[src/rtl/_piso_shifter8.sv]
// ---------------------------------------------------------------------------
// _piso_shifter8
// Parallel-in serial-out shifter at the unload end of the register path.
// A word is taken in through a valid/ready handshake. Its bits are then
// presented one at a time, and a bit advances only when the consumer strobes
// shift_en. After the last bit is consumed, done pulses for one cycle.
//
// Parameters
//   WIDTH      word width in bits (>= 2)
//   MSB_FIRST  0: bit 0 leaves first, 1: bit WIDTH-1 leaves first
//
// Ports
//   clk         rising-edge clock
//   reset_n     asynchronous active-low reset
//   load_valid  a parallel word on d is offered
//   d           parallel data word
//   load_ready  the shifter can accept a word (IDLE)
//   shift_en    the consumer takes the current serial bit this cycle
//   s_out       current serial bit (0 when idle)
//   s_valid     s_out holds a valid bit
//   done        one-cycle pulse in the first IDLE cycle after the last bit
//
// state    | meaning
// ---------+-------------------------------------------------------------
// ST_IDLE  | no word held; load_ready=1, waiting for load_valid
// ST_SHIFT | word held; s_out valid, advancing on each shift_en
// ---------------------------------------------------------------------------
module _piso_shifter8 #(
  parameter int WIDTH     = 8,
  parameter bit MSB_FIRST = 1'b0
) (
  input  logic             clk,
  input  logic             reset_n,
  input  logic             load_valid,
  input  logic [WIDTH-1:0] d,
  output logic             load_ready,
  input  logic             shift_en,
  output logic             s_out,
  output logic             s_valid,
  output logic             done
);

  localparam int CW = (WIDTH > 2) ? $clog2(WIDTH) : 1;
  localparam logic [CW-1:0] CNT_LAST = CW'(WIDTH - 1);

  localparam logic [0:0] ST_IDLE  = 1'b0;
  localparam logic [0:0] ST_SHIFT = 1'b1;

  logic [0:0]       state_q, state_d;
  logic [WIDTH-1:0] sreg_q,  sreg_d;
  logic [CW-1:0]    cnt_q,   cnt_d;
  logic             done_q,  done_d;
  logic [WIDTH-1:0] sreg_shifted;

  // The register always moves toward the output end, and a zero fills the
  // vacated bit. A drained register therefore reads back as all zeros.
  always_comb begin
    sreg_shifted = '0;
    if (MSB_FIRST) begin
      sreg_shifted = {sreg_q[WIDTH-2:0], 1'b0};
    end else begin
      sreg_shifted = {1'b0, sreg_q[WIDTH-1:1]};
    end
  end

  always_comb begin
    state_d = state_q;
    sreg_d  = sreg_q;
    cnt_d   = cnt_q;
    done_d  = 1'b0;
    case (state_q)
      ST_IDLE: begin
        if (load_valid) begin
          sreg_d  = d;
          cnt_d   = '0;
          state_d = ST_SHIFT;
        end
      end
      ST_SHIFT: begin
        if (shift_en) begin
          sreg_d = sreg_shifted;
          // Leave before the counter can wrap.
          if (cnt_q == CNT_LAST) begin
            cnt_d   = '0;
            state_d = ST_IDLE;
            done_d  = 1'b1;
          end else begin
            cnt_d = cnt_q + 1'b1;
          end
        end
      end
      default: begin
        state_d = ST_IDLE;
      end
    endcase
  end

  always_ff @(posedge clk or negedge reset_n) begin
    if (!reset_n) begin
      state_q <= ST_IDLE;
      sreg_q  <= '0;
      cnt_q   <= '0;
      done_q  <= 1'b0;
    end else begin
      state_q <= state_d;
      sreg_q  <= sreg_d;
      cnt_q   <= cnt_d;
      done_q  <= done_d;
    end
  end

  // Outputs are decoded from registered state, so the first bit appears in
  // the cycle right after the load edge and holds steady through stalls.
  always_comb begin
    load_ready = (state_q == ST_IDLE);
    s_valid    = (state_q == ST_SHIFT);
    s_out      = 1'b0;
    if (state_q == ST_SHIFT) begin
      s_out = MSB_FIRST ? sreg_q[WIDTH-1] : sreg_q[0];
    end
    done = done_q;
  end

endmodule

[config.mk]
export PLATFORM = sky130hd
export DESIGN_NAME = _piso_shifter8
export DESIGN_NICKNAME = d
export VERILOG_FILES = /design/src/rtl/_piso_shifter8.sv
export SDC_FILE = /design/constraint.sdc
export NUM_CORES = 1
export LEC_CHECK = 0
export BUFFER_PORTS_ARGS = -buffer_cell sky130_fd_sc_hd__buf_2
export CORE_UTILIZATION = 54
export DETAILED_ROUTE_END_ITERATION = 16
export PLACE_DENSITY = 0.84
export SYNTH_ARGS = -nofsm -noshare
export SYNTH_HDL_FRONTEND = slang
export SYNTH_SLANG_ARGS = --single-unit
[constraint.sdc]
create_clock -name clk -period 2.5 [get_ports clk]
set_input_delay 0.5 -clock clk [delete_from_list [all_inputs] [get_ports clk]]
set_output_delay 0.5 -clock clk [all_outputs]
set_load 0.02 [all_outputs]
# Word level (Yosys, flattened, before mapping)
# Cells that the tools add are included.
[totals]
regBits = 13
latchBits = 0
ram_bits = 0
romBits = 0
output_inout_bits = 4
elab_cells = 25
memories = 0
[op_classes]
addsub = 1
multipliers = 0
div_mod_pow = 0
n_lt_le_gt_ge = 0
eq_ne = 3
shifts = 0
n_mux = 15
bitwise_logic = 1
reduce_logical = 1
[ops]
columns = ["cell", "n"]
rows = [
  ["$mux 8", 2],
  ["$pmux 8 s2", 1],
  ["$mux 3", 3],
  ["$mux 1", 7],
  ["$pmux 3 s2", 1],
  ["$ne 2x2->1 const B", 2],
  ["$add 3x1->3 const B", 1],
  ["$eq 3x3->1 const B", 1],
  ["$pmux 1 s2", 1],
  ["$reduce_and 2->1", 1],
  ["$not 1->1", 1],
]

# Depth between registers and ports, before layout
[logic_depth]
word_depth = 4
ltp_mapped = 4
mapped_depth_nobuf = 4

# Worst setup path before layout
# OpenSTA, ideal clock, no wires.
[synth_timing]
kind = "reg-to-output"
start = "register state_q (netlist: s_valid)"
end = "output s_out"
arrival_time_ns = 0.954
path_slack_ns = 1.046
stages_incl_launch_ff = 3
path_cell_list = "dfrtp_1 buf_6 and2_1"
[synth_via]
elab_chain_cells = 1
[synth_rtl]
columns = ["item", "line", "text"]
rows = [
  ["from (decl)", "49", "logic [0:0] state_q, state_d;"],
  ["from (signal assigned)", "105", "state_q <= state_d;"],
  ["$mux 1", "118", "if (state_q == ST_SHIFT) begin"],
  ["to (decl)", "38", "output logic s_out,"],
]
# No other way between the ends.

# Worst setup path after layout
[layout_timing]
start = "register state_q (netlist: s_valid)"
end = "output load_ready"
[layout_via]
elab_chain_cells = 1
[layout_rtl]
columns = ["item", "line", "text"]
rows = [
  ["$not 1->1", "--", ""],
  ["to (decl)", "36", "output logic load_ready,"],
]
# No other way between the ends.

==> impl_metrics.csv <==
group,metric,value,unit
clock_network,cts_buffer_depth,2,
worst_setup_path,start_kind,"register",
floorplanning,initial_core_util,0.610,
synthesis,syn_inst,54,
timing,maxSlewHeadroom,0.592,
synthesis,synth_cell_type_count,15,
placed_design,pre_cts_slack,0.903,ns
clock_network,holdBufCountCts,0,
drt,drc,0,
floorplanning,ioPinCount,16,
placed_design,dp.cells,80,
synthesis,yosysWarnings,0,
layout,fin_nets,85,
timing,grt_setup_unrepaired,"false",
synthesis,synth_fp_nets,68,
worst_setup_path,crit_type,"register to primary output",
timing,fin_crit_sh,0.757,
global_route,grt_pass1_vias,468,
placed_design,dp_hpwl,802,um
synthesis,yosysSeqAreaShare,0.461,
drt,wirelength,1090,um
drt,drt-initial-drc-count,3,
timing,period_minus_slack,1.89,ns
layout,fill_cells,88,
placed_design,gp_congestion,0.685,
drt,wl_per_cell,12.9,um
synthesis,synth_largest_area_cell,"dfrtp_1",
timing,drv_slew,0,
drt,viasPerCell,5.58,
worst_setup_path,cp-end-kind,"primary output",
clock_network,clock_sinks,13,
timing,tightestPinTransition,0.612,ns
worst_setup_path,required,2.00,ns
worst_setup_path,arrival,1.39,ns
worst_hold_path,holdCritPathClass,"input port to asynchronous set/reset pin",
timing,clock_skew,0.00243,ns
outcome,status,"finished clean",
synthesis,synthTopCellsByArea,"dfrtp_1 (46%), mux2i_1 (34%), ha_1 (3.5%)",
floorplanning,row_count,12,
synthesis,synth_top_area_frac,0.461,
global_route,overflow,0,
drt,vias,469,
clock_network,cts-root-buf,"clkbuf_4",
timing,fmax,0.528,GHz
layout,regArea,325,um2
global_route,grt_pass1_wl,1930,um
floorplanning,fp.coreArea,0.00116,mm2
clock_network,cts_htree_levels,1,
drt,first_pass_iters,3,
clock_network,cts_inserted_buffers,3,
timing,finalHoldViolations,0,
clock_network,cts_tree,"built",
timing,setup_viol,0,
clock_network,clk_pin_slew,0.08,ns
job,max_cap_violations,0,
layout,n_antenna_cell,0,
layout,final_cells,84,
global_route,grt_max_degree,17,
drt,ant_nets,0,
clock_network,clk_latency,0.27,ns
layout,multiInputGateArea,347,um2
synthesis,synth_seq_cells,13,
pwr,p_leak,0.463,nW
synthesis,avgSynthCellArea,13.1,um2
global_route,antenna_found_initial,0,
placed_design,io_buffers,15,
pwr,ir_worst_vdd,0.457,mV
layout,area_delta_synth_final,12.6,%
global_route,grt_usage,0.201,
timing,fin_ws,0.607,ns
timing,tns,0,ns
worst_setup_path,worstPathMaxFanout,16,
floorplanning,die_h,38.2,um
pwr,p_per_area,914,mW/mm2
floorplanning,die_w,38.2,um
clock_network,cts_resized,0,
layout,layout-drive-gt1-share,0.271,
floorplanning,die_area,0.00146,mm2
synthesis,netlist_area,706,um2
clock_network,post_cts_buffers,0,
-- per-stage QoR --
| stage | util | hold WS (ns) | power, W | area, um2 |
|---|---|---|---|---|
| floorplan | - | 0.204 | 0.000544 | 706 |
| finish | 0.687 | 0.0994 | 0.000726 | 795 |
| CTS | 0.687 | 0.101 | 0.000739 | 795 |
| global placement | 0.665 | 0.401 | 0.000594 | 768 |
| detailed placement | 0.665 | 0.404 | 0.000609 | 768 |
| global route | 0.687 | 0.106 | 0.000790 | 795 |
-- routing by layer --
layer	vias up	routed length (um)	track usage
met5	-	0	0
met4	0	11	0.161
met3	2	36	0.0174
met2	10	509	0.322
met1	222	527	0.244
li1	235	-	-
-- layout make-up --
cell class                 instances  share of cell area
timing repair buffer              15              0.0945
sequential                        13               0.409
tap                               14              0.0220
inverter                           1             0.00472
clock buffer                       4              0.0331
multi-input combinational         37               0.436
-- power breakdown --
part / total [W] / switching [W] / internal (W)
Clock: 0.000126 / 0.0000645 / 0.0000618
Combinational: 0.000239 / 0.000111 / 0.000129
Sequential: 0.000360 / 0.0000748 / 0.000285
Total: 0.000726 / 0.000250 / 0.000476
-- cell usage after synthesis, drive strengths merged --
cell and n:
nand4bb 1, dfrtp 13, nand3 1, or3b 1, and2 1, and3 1
a32o 1, mux2i 24, nand3b 1, inv 1, buf 3, ha 2
o2bb2ai 2, nor2 2
-- worst max-delay path, stage by stage, from the launching register on --
cell and delay [ns]:
dfrtp_1 0.74, inv_1 0.18, buf_2 0.20
-- flip-flops by register name, summed over array words and instances (netlist names) --
| register | cells |
|---|---|
| cnt_q | 3 |
| s_valid | 1 |
| done | 1 |
| sreg_q | 8 |
-- cells in the final DEF (no fill, tap or decap), drive strengths merged --
cell,Yosys,layout
and3,1,1
buf,3,15
nand3b,1,1
nand4bb,1,1
or3b,1,1
nand3,1,1
nor2,2,2
clkbuf,0,4
a32o,1,1
inv,1,1
ha,2,2
o2bb2ai,2,2
mux2i,24,24
and2,1,1
dfrtp,13,13
-- kinds of logic (layout without fill, tap and decap cells) --
kind of cell	after synthesis	after routing	synth area share
multiplexers	24	24	0.340
buffers and inverters	4	20	0.0479
flip-flops	13	13	0.461
AND/OR/NAND/NOR	8	8	0.0763
AO/OA/AOI/OAI	3	3	0.0390
adder cells (fa/ha/maj)	2	2	0.0355
-- worst paths after layout --
check / from / to / slack, ns / cells after the start
worst min-delay path: reset_n / sreg_q[0]$_DFFE_PN0P_ / 0.1 / 1
worst min register to register: sreg_q[7]$_DFFE_PN0P_ / sreg_q[7]$_DFFE_PN0P_ / 0.49 / 1
worst max-delay path: s_valid$_DFF_PN0_ / load_ready / 0.61 / 2
max in group asynchronous: reset_n / cnt_q[1]$_DFFE_PN0P_ / 2.18 / 1
worst max register to register: s_valid$_DFF_PN0_ / sreg_q[7]$_DFFE_PN0P_ / 1.22 / 2
min in group clk: d[7] / sreg_q[7]$_DFFE_PN0P_ / 0.49 / 2
Power figures use the tool's default switching activity.
